<file path="config.mk">
export PLATFORM = sky130hd
export DESIGN_NAME = serial_add_ctrl
export DESIGN_NICKNAME = d
export VERILOG_FILES = /design/src/rtl/serial_add_pkg.sv /design/src/rtl/fa_bit.sv /design/src/rtl/serial_add_ctrl.sv
export SDC_FILE = /design/constraint.sdc
export NUM_CORES = 1
export LEC_CHECK = 0
export BUFFER_PORTS_ARGS = -buffer_cell sky130_fd_sc_hd__buf_2
export CAP_MARGIN = 25
export CORE_ASPECT_RATIO = 1.1
export CORE_UTILIZATION = 49
export CTS_CLUSTER_SIZE = 25
export DETAILED_ROUTE_END_ITERATION = 8
export GPL_ROUTABILITY_DRIVEN = 0
export HOLD_SLACK_MARGIN = 0.06
export PLACE_DENSITY_LB_ADDON = 0.3
export SYNTH_ARGS = -nofsm -noshare
export SYNTH_HDL_FRONTEND = slang
export SYNTH_SLANG_ARGS = --single-unit
export TNS_END_PERCENT = 1
</file>
<file path="constraint.sdc">
create_clock -name clk -period 1.8 [get_ports clk]
set_clock_uncertainty 0.2 [all_clocks]
set_input_delay 0.54 -clock clk [delete_from_list [all_inputs] [get_ports clk]]
set_output_delay 0.54 -clock clk [all_outputs]
set_load 0.05 [all_outputs]
</file>
<file path="src/rtl/serial_add_pkg.sv">
// ---------------------------------------------------------------------------
// serial_add_pkg
//   Shared types and constants for the bit-serial adder controller.
//   - state_t       : controller state encoding (IDLE / RUN / DONE)
//   - DEFAULT_WIDTH : default operand/result width in bits
// ---------------------------------------------------------------------------
package serial_add_pkg;

    localparam int DEFAULT_WIDTH = 8;

    typedef enum logic [1:0] {
        IDLE = 2'd0,
        RUN  = 2'd1,
        DONE = 2'd2
    } state_t;

endpackage : serial_add_pkg

</file>
<file path="src/rtl/fa_bit.sv">
// ---------------------------------------------------------------------------
// fa_bit
//   Combinational single-bit full adder. This is the shared cell that the
//   serial controller reuses once per clock for every bit position.
//   Ports:
//     a, b  : operand bits
//     cin   : carry in
//     s     : sum bit
//     cout  : carry out
// ---------------------------------------------------------------------------
module fa_bit (
    input  logic a,
    input  logic b,
    input  logic cin,
    output logic s,
    output logic cout
);

    assign s    = a ^ b ^ cin;
    assign cout = (a & b) | (cin & (a ^ b));

endmodule : fa_bit

</file>
<file path="src/rtl/serial_add_ctrl.sv">
// ---------------------------------------------------------------------------
// serial_add_ctrl
//   Bit-serial adder controller: adds two WIDTH-bit operands one bit per
//   clock, LSB first, through a single fa_bit cell, with the carry held in a
//   flip-flop between bits. Latency start->done is WIDTH+1 cycles.
//
//   Build option:
//     SERIAL_ADD_SUB_EN - adds the 'sub' input; sub=1 computes a - b as
//                         a + ~b + 1 (cin ignored). Undefined: add only.
//
//   Ports:
//     clk, rst_n : rising-edge clock, asynchronous active-low reset
//     start      : request pulse, accepted only in IDLE
//     a, b, cin  : operands and carry-in, sampled on the accepting edge
//     sub        : subtract request (SERIAL_ADD_SUB_EN only)
//     busy       : high whenever the controller is not IDLE
//     done       : one-cycle completion pulse
//     sum        : result, held until the next completion
//     cout       : carry out of the MSB (in subtract mode 1 = no borrow)
//     overflow   : signed overflow (carry into MSB ^ carry out of MSB)
// ---------------------------------------------------------------------------
module serial_add_ctrl
    import serial_add_pkg::*;
#(
    parameter int WIDTH = DEFAULT_WIDTH
) (
    input  logic             clk,
    input  logic             rst_n,
    input  logic             start,
    input  logic [WIDTH-1:0] a,
    input  logic [WIDTH-1:0] b,
    input  logic             cin,
`ifdef SERIAL_ADD_SUB_EN
    input  logic             sub,
`endif
    output logic             busy,
    output logic             done,
    output logic [WIDTH-1:0] sum,
    output logic             cout,
    output logic             overflow
);

    localparam int              CNT_W    = $clog2(WIDTH);
    localparam logic [CNT_W-1:0] LAST_BIT = CNT_W'(WIDTH - 1);

    state_t             r_state;
    logic [WIDTH-1:0]   r_sa;
    logic [WIDTH-1:0]   r_sb;
    logic [WIDTH-1:0]   r_ps;      // partial sum, filled from the MSB end
    logic [CNT_W-1:0]   r_cnt;
    logic               r_carry;
    logic               r_busy;
    logic               r_done;
    logic [WIDTH-1:0]   r_sum;
    logic               r_cout;
    logic               r_ovf;

    logic [WIDTH-1:0]   w_sb_load;
    logic               w_carry_load;
    logic               w_s;
    logic               w_co;

`ifdef SERIAL_ADD_SUB_EN
    // Subtraction is a + ~b + 1: invert B and force the initial carry.
    assign w_sb_load    = sub ? ~b : b;
    assign w_carry_load = sub ? 1'b1 : cin;
`else
    assign w_sb_load    = b;
    assign w_carry_load = cin;
`endif

    fa_bit u_fa (
        .a    (r_sa[0]),
        .b    (r_sb[0]),
        .cin  (r_carry),
        .s    (w_s),
        .cout (w_co)
    );

    // NOTE: every register, including the operand shift registers, is
    // cleared on reset so an aborted operation leaves no residue behind.
    always_ff @(posedge clk or negedge rst_n) begin
        if (!rst_n) begin
            r_state <= IDLE;
            r_sa    <= '0;
            r_sb    <= '0;
            r_ps    <= '0;
            r_cnt   <= '0;
            r_carry <= 1'b0;
            r_busy  <= 1'b0;
            r_done  <= 1'b0;
            r_sum   <= '0;
            r_cout  <= 1'b0;
            r_ovf   <= 1'b0;
        end else begin
            // NOTE: non-blocking assignments throughout, so every read below
            // sees the value from before this edge.
            case (r_state)
                IDLE: begin
                    if (start) begin
                        r_sa    <= a;
                        r_sb    <= w_sb_load;
                        r_carry <= w_carry_load;
                        r_cnt   <= '0;
                        r_busy  <= 1'b1;
                        r_state <= RUN;
                    end
                end

                RUN: begin
                    r_ps    <= {w_s, r_ps[WIDTH-1:1]};
                    r_sa    <= r_sa >> 1;
                    r_sb    <= r_sb >> 1;
                    r_carry <= w_co;
                    r_cnt   <= r_cnt + CNT_W'(1);
                    if (r_cnt == LAST_BIT) begin
                        // On the MSB, r_carry is the carry into the MSB, so
                        // overflow is available without a separate latch.
                        r_sum   <= {w_s, r_ps[WIDTH-1:1]};
                        r_cout  <= w_co;
                        r_ovf   <= r_carry ^ w_co;
                        r_done  <= 1'b1;
                        r_state <= DONE;
                    end
                end

                DONE: begin
                    r_done  <= 1'b0;
                    r_busy  <= 1'b0;
                    r_state <= IDLE;
                end

                default: begin
                    r_busy  <= 1'b0;
                    r_done  <= 1'b0;
                    r_state <= IDLE;
                end
            endcase
        end
    end

    assign busy     = r_busy;
    assign done     = r_done;
    assign sum      = r_sum;
    assign cout     = r_cout;
    assign overflow = r_ovf;

endmodule : serial_add_ctrl
</file>
# == After elaboration in Yosys (flattened, before gate mapping) ==
# Index checks and enable logic that the tools add are counted.
# op_classes
add_sub_neg,1
bitwise,8
eq_ne,4
reduce_logical,7
n_mux,15
# op_table
operator,count
case mux 8 bit (2 select lines),2
2-to-1 mux 8 bit,2
AND reduction 2 bit,5
case mux 1 bit (2 select lines),3
case mux 3 bit (2 select lines),1
2-to-1 mux 2 bit,2
"!= test 2 bit, second input constant",2
case mux 2 bit (2 select lines),1
"adder 3 x 1 -> 3 bit, second input constant",1
"equality test 3 bit, second input constant",1
2-to-1 mux 1 bit,3
2-to-1 mux 3 bit,1
bitwise XOR 1 bit,3
bitwise AND 1 bit,2
"equality test 2 x 1 -> 1 bit, second input constant",1
logical NOT 2 bit,1
NOT 1 bit,2
nonzero test 2 bit,1
OR 1 bit,1
# totals
regBits,42
input_bits,20
word_cells,46
out_inout_bits,12

# == Logic depth before layout (Yosys ltp) ==
# depth
ltp_word,4
ltp_mapped,5

# == By module ==
# Synthesis repeated with hierarchy kept, for this count alone.
# hier_totals
cells_unflattened,150
hier_area_um2,1924.3
# modules_own_cells
mod,area_per_inst_um2,cells_per_inst,seq_area_each_um2,n_inst
serial_add_ctrl,1904.3,149,1026.0,1
fa_bit,20.0,1,0.0,1

# == Worst setup path after synthesis ==
# No wires, ideal clock.
# synth_timing
path_type,register to register
start,reg r_cnt[0]
end,"reg r_cout, in the netlist cout"
t_arrival_ns,1.402
required_time_ns,1.475
stages_incl_launch_ff,6
path_buffers,1
period_less_slack_ns,1.726
slack_ns,0.074
cell_sequence,dfrtp_1 ha_1 ha_1 nand3b_1 buf_2 mux2_2
# synth_via
elab_chain_len,2
# synth_lines
item,line_no,text
start: declaration,serial_add_ctrl.sv:50,logic [CNT_W-1:0] r_cnt;
start signal: assignment,serial_add_ctrl.sv:115,r_cnt <= r_cnt + CNT_W'(1);
equality test 3 bit,serial_add_ctrl.sv:116,if (r_cnt == LAST_BIT) begin
AND reduction 2 bit (no line),-,
end signal: assignment,serial_add_ctrl.sv:120,r_cout <= w_co;
end: declaration,serial_add_ctrl.sv:55,logic r_cout;
# Every way passes these cells.
# A chain may end at the register's enable or synchronous reset.

# == Worst setup path after layout ==
# Same ends and word-level chain as after synthesis.

==> impl_metrics.yaml <==
pwr:
  swShare: 0.384
  vdd.ir_drop.worst_mv: 1.06
  pwr-share-comb: 0.443
  p_int_mw: 2.62
  netSwitchingPower_mw: 1.63
  power.share.clock: 0.177
  power-per-cell-area_nw_per_um2: 1880
  power.sequential.fraction: 0.380
  power_leakage_nw: 1.05
clock_tree:
  clock_sinks: 41
  cts.clk_slew.worst_paths_ns: 0.07
  root_buffer: "sky130_fd_sc_hd__clkbuf_8"
  cts_tree: "done"
  numCtsBuffers: 5
  htreeDepth: 2
  clkLatencyLatePin_ns: 0.29
  ctsResizeCount: 0
  cts_buffer_depth: 2
sta:
  final_critical_path_setup_slack_ns: 0.0576
  fmax_mhz: 574
  final.period_utilization: 0.968
  final_hold_viol_count: 0
  timing.slew.headroom: 0.703
  drv_slew: 0
  setup_viol: 0
  final_period_minus_worst_setup_slack_ns: 1.74
  worst_tran_pin_value_ns: 0.446
  worst_hold_slack_ns: 0.289
critical_path:
  crit_fanout: 11
  worst_path_dominant_cell_family: "adder cells"
  crit_path_start_kind: "flip-flop"
  crit_arrival_ns: 1.71
  timing_worst_setup_path_type: "flip-flop to flip-flop"
  kind_of_capture_point_of_the_worst_setup_path: "flip-flop"
  path_cells: "ha_1 -> ha_1 -> nand3b_1 -> buf_12 -> mux2_2"
  crit_path_top_delay_cell: "sky130_fd_sc_hd__dfrtp_1"
  critPathBufInv: 1
  critPathRequiredTime_ns: 1.77
  worst-path-stages: 5
  critical-path-max-stage-delay_ns: 0.39
  timing.reg2reg.worst_path_depth: 5
  worst_path_most_repeated_cell: "sky130_fd_sc_hd__ha_1"
routing:
  wl_per_cell_um: 15.7
  aggregate_routed_wire_length_um: 3580
  drt_first_pass_iters: 4
  route.detailed.drc: 0
  viasPerCell: 5.54
  detailedRoute.firstIterationViolations: 40
  vias: 1262
  ant_nets: 0
min_path:
  classification_of_the_worst_slack_hold_path: "flip-flop to flip-flop"
  whs_path_depth: 1
cells_and_area:
  multi_input_comb_area_sq_um: 727
  fillerInstances: 309
  antennaDiodeCount: 0
  area_used_by_sequential_logic_in_the_layout_sq_um: 1030
  area_delta_synth_final_pct: 22.6
  num-nets-final: 200
  layout-drive-gt1-share: 0.382
flow_run:
  cap_viol_max_count: 0
global_routing:
  via_count_of_the_first_global_routing_pass: 1285
  globalRouteOverflowTotal: 0
  antenna_violations_before_repair: 0
  grt_first_pass_wirelength_um: 5960
  track_usage: 0.206
  grt_max_degree: 42
logic_synthesis:
  synth_top_area_frac: 0.557
  syn_avg_cell_area_sq_um: 13.3
  syn_inst: 139
  synth.distinct_cells: 26
  netlist_area_sq_um: 1840
  yosysWarnings: 0
  synth_net_count: 162
  yosys_register_bits: 41
  synth.area.top_cells: "sky130_fd_sc_hd__dfrtp_1 56%, sky130_fd_sc_hd__mux2_2 6.1%, sky130_fd_sc_hd__mux2_1 4.3%"
  synth.yosys.seq_area_share: 0.557
  yosysTopAreaCell: "sky130_fd_sc_hd__dfrtp_1"
die:
  die_area_sq_um: 4010
  std_cell_rows: 23
  core_area_sq_um: 3630
  io_pins: 32
  die_outline_width_um: 60.5
  die_y_um: 66.3
  initial_core_util: 0.508
place:
  place.port_buffers: 31
  dpl.hpwl_um: 2470
  worst_case_setup_slack_after_placement_ns: 0.0566
outcome:
  status: "finished clean"
[area by class of cell]
cell class / count / area share
clock buffer: 7 / 0.0382
clock inverter: 1 / 0.0133
inverter: 10 / 0.0166
multi-input combinational: 77 / 0.322
sequential: 41 / 0.454
tap: 50 / 0.0277
timing repair buffer: 42 / 0.128
[cells in the final DEF (no fill, tap or decap), drive strengths merged]
cell and n:
dfrtp 41, o21bai 1, a21oi 3, xor2 1
o221a 7, ha 2, a221oi 2, fa 1
buf 41, nor4bb 2, nor4b 8, clkbuf 7
nand2b 3, a211o 2, nand3b 1, dlygate4sd3 1
a211oi 6, mux2i 1, o21ba 1, nor3b 8
inv 10, a22o 2, nor2 1, bufinv 1
nor2b 1, or4b 7, mux2 17
[synthesized netlist by cell type]
library cell and number:
sky130_fd_sc_hd__o221a_2 7, sky130_fd_sc_hd__ha_1 2, sky130_fd_sc_hd__o21bai_2 1, sky130_fd_sc_hd__a221oi_1 2, sky130_fd_sc_hd__mux2_2 10, sky130_fd_sc_hd__nor2b_2 1, sky130_fd_sc_hd__a211o_1 2, sky130_fd_sc_hd__nor4bb_1 2
sky130_fd_sc_hd__nor4b_1 8, sky130_fd_sc_hd__nor2_1 1, sky130_fd_sc_hd__a21oi_1 3, sky130_fd_sc_hd__buf_2 9, sky130_fd_sc_hd__fa_1 1, sky130_fd_sc_hd__dfrtp_1 41, sky130_fd_sc_hd__nand3b_1 1, sky130_fd_sc_hd__mux2_1 7
sky130_fd_sc_hd__a22o_1 2, sky130_fd_sc_hd__mux2i_1 1, sky130_fd_sc_hd__nand2b_1 3, sky130_fd_sc_hd__inv_1 10, sky130_fd_sc_hd__nor3b_1 8, sky130_fd_sc_hd__xor2_1 1, sky130_fd_sc_hd__o21ba_2 1, sky130_fd_sc_hd__clkbuf_1 2
sky130_fd_sc_hd__a211oi_1 6, sky130_fd_sc_hd__or4b_1 7
[power by group through the flow]
stage                     combinational [mW]  sequential, mW  clock [mW]
final                                   1.88            1.62       0.753
after global routing                    2.06            1.68       0.807
after CTS                               1.88            1.63       0.768
after detailed placement                1.87            1.64           0
after global placement                  1.81            1.62           0
after floorplan                        0.955            2.04           0
[layer usage]
layer | track usage | routed length [um] | vias up
met5 | 0 | 0 | -
met4 | 0.0852 | 44 | 0
met3 | 0.0470 | 109 | 5
met2 | 0.338 | 1900 | 24
met1 | 0.257 | 1520 | 643
li1 | - | - | 590
[sequential cells by signal, indices dropped and copies added (netlist names)]
| register | count |
|---|---|
| r_carry | 1 |
| done | 1 |
| r_sb | 8 |
| cout | 1 |
| overflow | 1 |
| r_state | 2 |
| r_sa | 8 |
| busy | 1 |
| sum | 8 |
| r_cnt | 3 |
| r_ps | 7 |
[stage by stage]
stage | utilization | power (mW) | area [sq um] | TNS, ns | cells
after floorplan | - | 2.99 | 1840 | 0 | 139
after global placement | 0.586 | 3.42 | 2130 | 0 | 218
after detailed placement | 0.586 | 3.51 | 2130 | 0 | 218
after CTS | 0.621 | 4.28 | 2250 | 0 | 227
after global routing | 0.623 | 4.54 | 2260 | -0.00820 | 228
final | 0.623 | 4.26 | 2260 | 0 | 228
[final timing paths]
check / slack, ns / start / end
setup reg to reg: 0.06 / r_cnt[0] / cout
hold / removal: 0.29 / sum[6] / sum[6]
hold reg to reg: 0.29 / sum[6] / sum[6]
max in group asynchronous: 0.65 / rst_n / sum[5]
setup / recovery: 0.06 / r_cnt[0] / cout
min in group asynchronous: 0.55 / rst_n / r_sa[4]
[repair_timing]
action                                  in CTS  in global routing
endpoints found under the setup margin       0                  8
hold buffers                                 1                  0
setup buffers                                0                  1
endpoints found under the hold margin       41                  0
[cell families after synthesis]
group | after synthesis | synth area share
mux | 18 | 0.109
xor+xnor | 1 | 0.00475
buf+inv | 21 | 0.0489
simple gates | 31 | 0.141
compound gates | 24 | 0.115
fa+ha+maj | 3 | 0.0244
flops | 41 | 0.557
No activity file was read; power rests on OpenSTA's default activity.
